===== src/rtl/dmx_frame_writer.sv =====
// DMX512 transmitter: BREAK, MAB, start code, then NUM_SLOTS slots fetched one element ahead of use.
// Line output is combinational from state/shifter; there is no backpressure and the responder must answer within 1 cycle.
module dmx_frame_writer #(
    parameter int CLKS_PER_BIT = 108,
    parameter int NUM_SLOTS    = 6,
    parameter int BREAK_BITS   = 25,
    parameter int MAB_BITS     = 3,
    parameter int IFG_BITS     = 2,
    parameter int COLOR_SLOT   = 3,
    parameter int COLOR_VAL    = 120,
    parameter int DIMMER_SLOT  = 5,
    parameter int DIMMER_VAL   = 100
) (
    input  logic       clk,
    input  logic       reset,
    input  logic       enable,
    input  logic [8:0] addr_in,
    input  logic [7:0] data_in,
    output logic [8:0] request_addr,
    output logic       request_pulse,
    output logic       dmx_tx,
    output logic       busy,
    output logic       frame_start,
    output logic       addr_err
);

    typedef enum logic [2:0] {S_IDLE, S_BREAK, S_MAB, S_SLOT, S_GAP} state_t;

    localparam logic [15:0] BIT_LAST = 16'(CLKS_PER_BIT - 1);

    state_t      state, state_nxt;
    logic [15:0] bit_cnt, bit_idx, elem_last;
    logic        bit_end, elem_end, first_cyc, last_slot;
    logic [8:0]  slot_idx, req_k;
    logic [10:0] shreg;
    logic [7:0]  next_byte;
    logic        cap_stb;

    always_comb begin
        elem_last = 16'd0;
        case (state)
            S_BREAK: elem_last = 16'(BREAK_BITS - 1);
            S_MAB:   elem_last = 16'(MAB_BITS - 1);
            S_SLOT:  elem_last = 16'd10;
            S_GAP:   elem_last = 16'(IFG_BITS - 1);
            default: elem_last = 16'd0;
        endcase
    end

    assign bit_end   = (bit_cnt == BIT_LAST);
    assign elem_end  = bit_end && (bit_idx == elem_last);
    assign first_cyc = (bit_cnt == 16'd0) && (bit_idx == 16'd0);
    assign last_slot = (slot_idx == 9'(NUM_SLOTS));

    always_ff @(posedge clk) begin
        if (reset) state <= S_IDLE;
        else       state <= state_nxt;
    end

    always_comb begin
        state_nxt = state;
        case (state)
            S_IDLE:  if (enable) state_nxt = S_BREAK;
            S_BREAK: if (elem_end) state_nxt = S_MAB;
            S_MAB:   if (elem_end) state_nxt = S_SLOT;
            S_SLOT:  if (elem_end && last_slot) state_nxt = S_GAP;
            S_GAP:   if (elem_end) state_nxt = enable ? S_BREAK : S_IDLE;
            default: state_nxt = S_IDLE;
        endcase
    end

    // Slot 0 (start code) issues no fetch: slot 1 was already fetched during MAB.
    always_comb begin
        dmx_tx        = 1'b1;
        busy          = (state != S_IDLE);
        frame_start   = (state == S_BREAK) && first_cyc;
        request_pulse = first_cyc && ((state == S_MAB) ||
                        ((state == S_SLOT) && (slot_idx != 9'd0) && !last_slot));
        case (state)
            S_BREAK: dmx_tx = 1'b0;
            S_SLOT:  dmx_tx = shreg[0];
            default: dmx_tx = 1'b1;
        endcase
    end

    assign request_addr = req_k;

    always_ff @(posedge clk) begin
        if (reset) begin
            bit_cnt   <= 16'd0;
            bit_idx   <= 16'd0;
            slot_idx  <= 9'd0;
            req_k     <= 9'd0;
            shreg     <= '1;
            next_byte <= 8'd0;
            cap_stb   <= 1'b0;
            addr_err  <= 1'b0;
        end else begin
            if (state == S_IDLE) begin
                bit_cnt <= 16'd0;
                bit_idx <= 16'd0;
            end else if (bit_end) begin
                bit_cnt <= 16'd0;
                bit_idx <= elem_end ? 16'd0 : bit_idx + 16'd1;
            end else begin
                bit_cnt <= bit_cnt + 16'd1;
            end

            if (state == S_BREAK && elem_end)
                req_k <= 9'd1;

            if (state == S_MAB && elem_end) begin
                slot_idx <= 9'd0;
                shreg    <= {2'b11, 8'h00, 1'b0};
            end else if (state == S_SLOT) begin
                if (elem_end && !last_slot) begin
                    slot_idx <= slot_idx + 9'd1;
                    shreg    <= {2'b11, next_byte, 1'b0};
                    if (slot_idx + 9'd1 != 9'(NUM_SLOTS))
                        req_k <= slot_idx + 9'd2;
                end else if (bit_end) begin
                    shreg <= {1'b1, shreg[10:1]};
                end
            end

            // Responder answers one cycle after the strobe; its echo is sampled on the following edge.
            cap_stb  <= request_pulse;
            addr_err <= 1'b0;
            if (cap_stb) begin
                if (req_k == 9'(COLOR_SLOT))
                    next_byte <= 8'(COLOR_VAL);
                else if (req_k == 9'(DIMMER_SLOT))
                    next_byte <= 8'(DIMMER_VAL);
                else if (addr_in == req_k)
                    next_byte <= data_in;
                else begin
                    next_byte <= 8'h00;
                    addr_err  <= 1'b1;
                end
            end
        end
    end

endmodule

===== config.mk =====
export PLATFORM = sky130hd
export DESIGN_NAME = dmx_frame_writer
export DESIGN_NICKNAME = d
export VERILOG_FILES = /design/src/rtl/dmx_frame_writer.sv
export SDC_FILE = /design/constraint.sdc
export NUM_CORES = 1
export LEC_CHECK = 0
export ABC_CLOCK_PERIOD_IN_PS = 2300
export CAP_MARGIN = 25
export CORE_MARGIN = 1.5
export CORE_UTILIZATION = 25
export CTS_CLUSTER_SIZE = 8
export DETAILED_ROUTE_END_ITERATION = 10
export SKIP_LAST_GASP = 1
export SLEW_MARGIN = 20
export SYNTH_ARGS = -nofsm -noshare
export SYNTH_HDL_FRONTEND = slang
export SYNTH_SLANG_ARGS = --single-unit

===== constraint.sdc =====
create_clock -name clk -period 2.3 [get_ports clk]
set_clock_uncertainty 0.05 [all_clocks]
set_input_delay 0.345 -clock clk [delete_from_list [all_inputs] [get_ports clk]]
set_output_delay 0.345 -clock clk [all_outputs]
set_load 0.01 [all_outputs]

==> metrics.yaml <==
ir_drop_v: 0.000284
ys_ff_latch: 72
grt_usage_pct: 11.8
async_flop_share_pct: 0
synth.yosys.seq_area_share_pct: 37.0
gr-total-overflow: 0
grt_pass1_vias: 3380
setup_viol: 0
drive_gt1_share_pct: 18.2
ys.flop_type: "dfxtp_1"
drt_iter0_drc: 183
cts_made_buffers: 9
vias: 3422
grt_pass1_wl_um: 15500
synth.area.top_cells: "dfxtp_1 (37%), xor2_1 (6.3%), nor2_1 (6.0%)"
wl_per_cell_um: 12.8
stdcell_count: 725
power_density_nw_per_um2: 577
antenna_left: 0
slew_viol_final: 0
synth_top_area_share_pct: 37.0
nets: 561
path_delay_family: "simple AND/OR/NAND/NOR gates"
fp-row-count: 45
cp-end-kind: "output pin"
hold_viol: 0
detailed_place_hpwl_um: 6850
rsz0062_at_grt: "true"
cp.depth: 6
path_clk_slew_ns: 0.06
start_util_pct: 25.6
syn_to_final_growth_pct: 30.8
synth_edf_count: 0
grt_max_degree: 21
hold_path.class: "reg -> reg"
fin_crit_sh_pct: 98.3
status: "complete, no violations"
r2r_slack_ns: 0.07
drc: 0
power_mw: 2.94
synth_cells: 461
path_cells: "nor4_4, nand3_2, nor3_2, buf_4, o311a_1, clkbuf_2"
worstSetupPathType: "reg -> out"
crit_path_end: "request_pulse"
ios: 34
drt_pass1_iterations: 4
dieArea_um2: 16300
finalWirelength_um: 9310
timing.rr.start: "slot_idx[1]$_SDFFE_PP0P_"
antennaDiodeCount: 0
synthesis.nets: 490
cpMaxStageDelayCell: "dfxtp_1"
antenna_found_initial: 0
dp_cells: 706
worstRegToRegCells: 8
synth_top_area_cell: "dfxtp_1"
syn_area_um2: 3890
syn_area_per_cell_um2: 8.45
worstSkewPairLatency_ns: 0.34
cp-startpoint: "bit_cnt[9]$_SDFF_PP0_"
setup_tns_ns: 0
viasPerCell: 4.72
synth_warnings: 0
drv_cap: 0
min_period_ns: 2.26
slew_headroom_pct: 68.2
gp_congestion: 0.830
cts_max_level: 3
power.static_leakage_nw: 1.95
port_buffers: 33
cts_tree: "yes"
timing.rr.end: "request_addr[4]$_SDFF_PP0_"
synth_common_cells: "dfxtp_1 (72), nor2_1 (62), nand2_1 (37)"
clockBufferDepth: 2
worstPathMaxFanout: 2
die_x_um: 128
die_h_um: 128
required_ns: 1.90
timing.critical_path.buf_inv: 2
yosysMostFrequentCell: "dfxtp_1"
worst_slew_pin_slew_ns: 0.476
clock.fmax_mhz: 442
cts.sinks: 72
max_stage_delay_ns: 0.33
cp.arrival_ns: 1.87
clockRootBuffer: "clkbuf_16"
synth_cell_types: 57
critPathLaunchType: "flop"
hold_ws_ns: 0.393
core_um2: 15200
-- kinds of logic after synthesis --
family	count (synthesis)	synth area share, %
simple gates	214	28.5
mux	18	4.76
flops	72	37.0
buf+inv	39	5.37
compound gates	55	9.35
fa+ha+maj	9	2.89
xor+xnor	54	12.1
-- metrics by stage --
| stage | worst slack, ns | area, um^2 | utilization (%) |
|---|---|---|---|
| after CTS | -0.0861 | 5010 | 32.9 |
| after detailed placement | -0.0167 | 4690 | 30.8 |
| after global routing | -0.0630 | 5090 | 33.5 |
| after floorplan | 0.0325 | 3900 | - |
| after global placement | -0.0278 | 4690 | 30.8 |
| final | 0.0385 | 5090 | 33.5 |
-- sequential cells by signal, indices dropped and copies added (netlist names) --
signal and flops:
request_addr 9, addr_err 1, bit_cnt 16, shreg 9, state 3, slot_idx 9, next_byte 8, cap_stb 1
bit_idx 16
-- worst min-delay path, delay by kind of cell, from the launching register on --
| kind | cells | cell delay [ns] |
|---|---|---|
| flip-flops | 1 | 0.31 |
| AND/OR/NAND/NOR | 2 | 0.09 |
-- cell type report --
class / count / area, um^2
multi-input cells: 350 / 2340
inverters: 14 / 52.6
repair buffers: 85 / 731
well taps: 188 / 235
clock buffers: 14 / 274
fillers: 1561 / 10100
clock inverters: 2 / 12.5
flip-flops and latches: 72 / 1440
-- what timing repair did --
action / CTS / global route
pin swaps: 4 / 8
buffers inserted: 1 / 2
hold buffers: 0 / 0
endpoints found under the setup margin: 2 / 31
gates resized for setup: 7 / 17
-- cell usage in the layout, fill, tap and decap left out, drive strengths merged, types with 6 or more instances in the layout --
master          n
clkdlybuf4s50  31
inv            13
nor2b           6
nor3           19
buf            52
xnor2          26
and3           12
a21oi          19
clkbuf         15
nand3          20
nand2b          6
o21ai          14
nor2           63
nand4          25
nand2          38
mux2i          17
dfxtp          72
xor2           28
ha              9
nor4            7
-- routing by layer --
| layer | wire [um] | vias up | share of wire, % | global-route usage (%) |
|---|---|---|---|---|
| met2 | 4520 | 59 | 49 | 20.1 |
| met4 | 146 | 0 | 1.6 | 4.82 |
| li1 | - | 1748 | - | - |
| met3 | 377 | 13 | 4.1 | 2.84 |
| met1 | 4260 | 1602 | 46 | 14.3 |
| met5 | 0 | - | 0 | 0 |
-- where the power goes --
group	leakage [nW]	internal, mW	switching (mW)	total [mW]
clock network	0.139	0.817	0.508	1.33
logic	1.23	0.157	0.185	0.341
registers	0.582	1.26	0.0121	1.27
total	1.95	2.23	0.705	2.94
-- worst min-delay path by stage --
| stage | from | endpoint | slack [ns] | depth (start not counted) |
|---|---|---|---|---|
| final | shreg[0]$_SDFFE_PP1P_ | shreg[0]$_SDFFE_PP1P_ | 0.39 | 2 |
| after floorplan | shreg[0]$_SDFFE_PP1P_ | shreg[0]$_SDFFE_PP1P_ | 0.37 | 2 |
| after detailed placement | shreg[0]$_SDFFE_PP1P_ | shreg[0]$_SDFFE_PP1P_ | 0.39 | 2 |
| after global placement | shreg[0]$_SDFFE_PP1P_ | shreg[0]$_SDFFE_PP1P_ | 0.38 | 2 |
| after global routing | shreg[0]$_SDFFE_PP1P_ | shreg[0]$_SDFFE_PP1P_ | 0.40 | 2 |
| after CTS | shreg[0]$_SDFFE_PP1P_ | shreg[0]$_SDFFE_PP1P_ | 0.39 | 2 |
No activity file was read; power rests on OpenSTA's default activity.
